`config.mk`:
```
export PLATFORM = sky130hd
export DESIGN_NAME = h_arb_mux
export DESIGN_NICKNAME = d
export VERILOG_FILES = /design/src/rtl/h_arb_mux.sv
export SDC_FILE = /design/constraint.sdc
export NUM_CORES = 1
export LEC_CHECK = 0
export CORE_MARGIN = 2
export CORE_UTILIZATION = 30
export DETAILED_ROUTE_END_ITERATION = 8
export PLACE_DENSITY = 0.69
export SYNTH_ARGS = -nofsm -noshare
export SYNTH_HDL_FRONTEND = slang
export SYNTH_SLANG_ARGS = --single-unit
```
`constraint.sdc`:
```
create_clock -name clk -period 2.4 [get_ports clk]
set_clock_uncertainty 0.15 [all_clocks]
set_input_delay 0.48 -clock clk [delete_from_list [all_inputs] [get_ports clk]]
set_output_delay 0.48 -clock clk [all_outputs]
set_load 0.05 [all_outputs]
```
`src/rtl/h_arb_mux.sv`:
```
// Registered WAYS-to-1 data mux with fixed-select or round-robin arbitration
// and a single output register under valid/ready flow control.
module h_arb_mux #(
    parameter int WIDTH = 16,
    parameter int WAYS  = 4,
    parameter int SELW  = 2
) (
    input  logic                  clk,
    input  logic                  reset,
    input  logic                  mode,
    input  logic [SELW-1:0]       sel,
    input  logic [WAYS*WIDTH-1:0] in_data,
    input  logic [WAYS-1:0]       in_valid,
    output logic [WAYS-1:0]       in_ready,
    output logic [WIDTH-1:0]      out_data,
    output logic                  out_valid,
    input  logic                  out_ready,
    output logic [SELW-1:0]       out_sel
);

    logic [WIDTH-1:0] out_data_q;
    logic             out_valid_q;
    logic [SELW-1:0]  out_sel_q;
    logic [SELW-1:0]  ptr_q, ptr_d;

    logic             load_en;
    logic             found;
    logic             grant;
    logic [SELW-1:0]  cand;
    logic [SELW-1:0]  idx;
    logic [WIDTH-1:0] cand_word;

    assign load_en = !out_valid_q || out_ready;

    // Round-robin search starts at ptr; SELW-bit addition wraps WAYS-1 -> 0.
    always_comb begin
        cand  = sel;
        found = in_valid[sel];
        idx   = '0;
        if (mode) begin
            cand  = '0;
            found = 1'b0;
            for (int unsigned k = 0; k < WAYS; k++) begin
                idx = ptr_q + SELW'(k);
                if (!found && in_valid[idx]) begin
                    found = 1'b1;
                    cand  = idx;
                end
            end
        end
    end

    assign grant     = found && load_en && !reset;
    assign cand_word = in_data[cand*WIDTH +: WIDTH];

    always_comb begin
        in_ready = '0;
        if (grant) in_ready[cand] = 1'b1;
    end

    always_comb begin
        ptr_d = ptr_q;
        if (grant && mode) ptr_d = cand + SELW'(1);
    end

    always_ff @(posedge clk) begin
        if (reset) begin
            out_data_q  <= '0;
            out_valid_q <= 1'b0;
            out_sel_q   <= '0;
            ptr_q       <= '0;
        end else begin
            ptr_q <= ptr_d;
            if (grant) begin
                out_data_q  <= cand_word;
                out_sel_q   <= cand;
                out_valid_q <= 1'b1;
            end else if (load_en) begin
                out_valid_q <= 1'b0;
            end
        end
    end

    assign out_data  = out_data_q;
    assign out_valid = out_valid_q;
    assign out_sel   = out_sel_q;

endmodule
```
Word-level counts from Yosys, hierarchy flattened:

Index checks and enable logic that the tools add are counted.

* add/sub/neg operators: 4
* order comparisons: 7
* shift-type cells: 1
* muxes and demuxes: 28
* reductions and logical operators: 14

Operator list (count)
* indexed part select 64 x 7 -> 16 bit: 1
* less-than comparator 2 x 3 -> 1 bit (second input constant): 6
* two-way mux 1 bit: 16
* binary-select mux 1 bit (select 2 bit): 5
* two-way mux 2 bit: 5
* logical AND 1 bit: 7
* zero test 1 bit: 5
* adder 2 x 1 -> 2 bit (second input constant): 2
* adder 2 bit (second input constant): 2
* two-way mux 4 bit: 1
* demux 1 bit (select 2 bit): 1
* greater-or-equal comparator 2 x 1 -> 1 bit (second input constant): 1
* nonzero test 2 bit: 1
* logical OR 1 bit: 1

* register bits: 21
* input bits: 74
* output and inout port bits: 23
* word-level logic and storage cells: 58

Logic depth before layout (Yosys ltp):

* depth in word-level cells: 21
* mapped depth: 7
* mapped depth without buffers: 5

Worst setup path after synthesis:

Ideal clock, no wire load.

* path kind: in2out
* start point: in sel[0]
* end point: out in_ready[0]
* data arrival time: 2599 ps
* data required time: 1770 ps
* setup slack: -829 ps
* stages: 5
* path buffers: 1
* cell sequence: mux4_2 > nor2_1 > or4_1 > clkbuf_1 > nor3_1

* longest elaborated chain between the ends: 6
* elaborated cells between the ends (all ways): 12
* those cells by class: order compare (2); mux (7); reduce/logical (3)

RTL lines
* start: declaration: line 11 `input logic [SELW-1:0] sel,`
* two-way mux 2 bit / binary-select mux 1 bit (select 2 bit) (equally long branches): line 40, 38
* less-than comparator 2 x 3 -> 1 bit (implied by the code) (tied with other cells): line 58 `if (grant) in_ready[cand] = 1'b1;`
* logical AND 1 bit (implied by the code) / two-way mux 1 bit (equally long branches): line 58, 40
* two-way mux 1 bit (implied by the code) / logical AND 1 bit (equally long branches): line 58, 53
* demux 1 bit (select 2 bit) / logical AND 1 bit (equally long branches): line 58, 53
* two-way mux 4 bit *: line 58
* end: declaration: line 14 `output logic [WAYS-1:0] in_ready,`

Mark *: on every way between the ends. The rest lies on a longest branch, timed or not. The select of a mux whose other input is x is not followed.

Worst setup path in the final report:

* start point: in sel[0]
* end point: out in_ready[1]

The elaborated chain is that of the path after synthesis.

==> impl_metrics.csv <==
group,metric,value,unit
power,seqPwrFrac,0.297,
sta,fin_tns_setup,-0.0618,ns
layout,fin_nets,339,
routing,drc,0,
synthesis,async_flop_share,0,
placed_design,place.gp.congestion,0.738,
sta,max_freq,0.411,GHz
floorplanning,die_y,73.9,µm
synthesis,synth_fp_nets,220,
synthesis,synthesis.instances,146,
sta,setup_viol,2,
synthesis,synth_area_per_cell,10.1,µm²
worst_setup_path,cp-end-kind,"primary output",
layout,drive_above_1_share,0.295,
min_path,min_path_type,"flip-flop to flip-flop",
synthesis,synth_cell_types,34,
routing,wl_per_cell,13.9,µm
power,p_leak,0.00114,µW
floorplanning,dieArea,5470,µm²
synthesis,syn_area,1470,µm²
layout,utilization,0.609,
worst_setup_path,r2r_start,"ptr_q[0]",
worst_setup_path,r2r_cells,6,
worst_setup_path,startpoint_type,"input port",
routing,ant_nets,0,
clocking,clk_pin_slew_worst_paths,0.08,ns
clocking,clk_latency,0.26,ns
synthesis,yosysMostFrequentCell,"mux2i_1",
sta,fin_crit_sh,1.01,
worst_setup_path,required,1.77,ns
clocking,cts.root.buffer_cell,"clkbuf_8",
routing,wl,4600,µm
status,outcome,"finished, violations left",
placed_design,hpwl,3630,µm
routing,first_pass_iters,4,
power,vdd_drop_max,0.000289,V
clocking,numCtsBuffers,3,
routing,vias_per_cell,4.90,
worst_setup_path,crit_start,"sel[0]",
clocking,cts_hold_buf,0,
synthesis,synth_edf_count,0,
clocking,clk_path_buf_depth,2,
power,swShare,0.385,
global_routing,antenna_found_initial,0,
sta,tightest_slew,0.519,ns
synthesis,yosysWarningCount,0,
sta,max_slew_margin,0.653,
status,violations,"setup timing",
power,clkPwrFrac,0.162,
synthesis,netlist_top_cells_count,"mux2i_1, dfxtp_1, nand3b_1",
worst_setup_path,crit_type,"input port to primary output",
synthesis,synth_seq_cells,21,
synthesis,synth_seq_area_share,0.286,
clocking,cts_htree_levels,1,
clocking,cts_tree,"done",
worst_setup_path,path_max_fanout,4,
synthesis,synth.area.top_cells,"dfxtp_1, mux2i_1, o221ai_2",
sta,rsz0062_at_grt,"yes",
global_routing,overflow,0,
clocking,clock_sinks,21,
worst_setup_path,worst_r2r_endpoint,"out_data[6]",
floorplanning,core,4720,µm²
worst_setup_path,worstSetupEndpoint,"in_ready[1]",
placed_design,portBuffers,96,
power,power.internal,888,µW
layout,diodes,0,
synthesis,synth_top_area_share,0.286,
global_routing,grt_pass1_wl,7390,µm
global_routing,grt_pass1_vias,1651,
routing,vias,1621,
power,p_comb_frac,0.541,
flow_run,maxCapViolations,0,
floorplanning,num_rows,25,
sta,hold_viol,0,
sta,worst_slack,-0.0328,ns
floorplanning,die_w,73.9,µm
global_routing,gr-usage-all-layers,0.171,
global_routing,grt_max_degree,27,
sta,maxSlewViolCount,0,
worst_setup_path,ff2ff_setup_slack,0.26,ns
sta,finalCriticalPeriod,2.43,ns
floorplanning,pin_count,97,
power,power_switching,556,µW
worst_setup_path,crit_arrival,1.80,ns
floorplanning,start_util,0.311,
synthesis,synth_top_area_cell,"dfxtp_1",
power,p_per_area,502,nW/µm²
synthesis,synth_flop_cell,"dfxtp_1",
routing,drtIter0Drc,58,
layout,syn_to_final_growth,96.1,%
==> power by group through the flow <==
stage / registers, µW / clock network (µW) / logic (µW)
6_report: 429 / 234 / 782
5_1_grt: 435 / 259 / 831
4_1_cts: 429 / 244 / 781
3_5_place_dp: 437 / 0 / 767
3_3_place_gp: 435 / 0 / 761
2_1_floorplan: 604 / 0 / 273
==> placed cells by master, fill, tap and decap left out, drive strengths merged, types with 4 or more instances in the layout <==
cell           instances
nand3b                16
buf                   37
dfxtp                 21
clkbuf                 5
nand2                  6
o221ai                17
clkdlybuf4s50         83
nor2                  10
a21oi                  4
mux2i                 32
==> registers in the layout, summed over array words and instances, names as in the netlist <==
name and flops:
out_data 16, out_sel 2, ptr_q 2, out_valid 1
==> worst max-delay path, cell delays in order <==
cell    delay (ns)
buf_6         0.10
mux4_2        0.33
nor2_2        0.04
or4_4         0.53
nor3_4        0.17
buf_12        0.16
==> per-layer routing <==
metal | part of all wire | track usage | up-vias
li1 | - | - | 806
met1 | 0.40 | 0.211 | 749
met2 | 0.51 | 0.302 | 64
met3 | 0.093 | 0.0474 | 2
met4 | 0.0039 | 0.0263 | 0
met5 | 0 | 0 | -
==> how the worst min path moves through the flow <==
| stage | from | endpoint | slack, ns | depth (start not counted) |
|---|---|---|---|---|
| 2_1_floorplan | ptr_q[0] | ptr_q[0] | 0.37 | 2 |
| 3_3_place_gp | out_sel[0] | out_sel[0] | 0.29 | 2 |
| 3_5_place_dp | out_sel[0] | out_sel[0] | 0.30 | 2 |
| 4_1_cts | out_sel[0] | out_sel[0] | 0.31 | 2 |
| 5_1_grt | out_sel[0] | out_sel[0] | 0.35 | 2 |
| 6_report | out_sel[0] | out_sel[0] | 0.31 | 2 |
==> per-stage QoR <==
stage          area (µm²)  std cells  hold WS (ns)  setup slack [ns]  total power, µW
5_1_grt              2880        331         0.351            -0.101             1530
3_3_place_gp         2760        325         0.292            -0.556             1200
2_1_floorplan        1520        146         0.366            -0.212              877
6_report             2880        331         0.306           -0.0328             1440
4_1_cts              2850        331         0.308            -0.140             1450
3_5_place_dp         2760        325         0.296            -0.580             1200
==> final cells by class <==
class | count | area (µm²)
Fill cell | 424 | 1850
Timing Repair Buffer | 125 | 1230
Multi-Input combinational cell | 111 | 1090
Sequential cell | 21 | 420
Tap cell | 67 | 83.8
Clock buffer | 3 | 41.3
Inverter | 3 | 11.3
Clock inverter | 1 | 5.00
==> logic make-up after synthesis <==
logic type | count (synthesis) | synth area share
flops | 21 | 0.286
mux | 33 | 0.234
buf+inv | 14 | 0.0554
compound gates | 30 | 0.211
simple gates | 48 | 0.214
==> repair_timing <==
item,4_1_cts,5_1_grt
pin swaps,9,12
buffers inserted,2,1
resized for setup,30,17
endpoints found under the setup margin,21,8
Note: power is estimated with default switching activity, not from simulation.
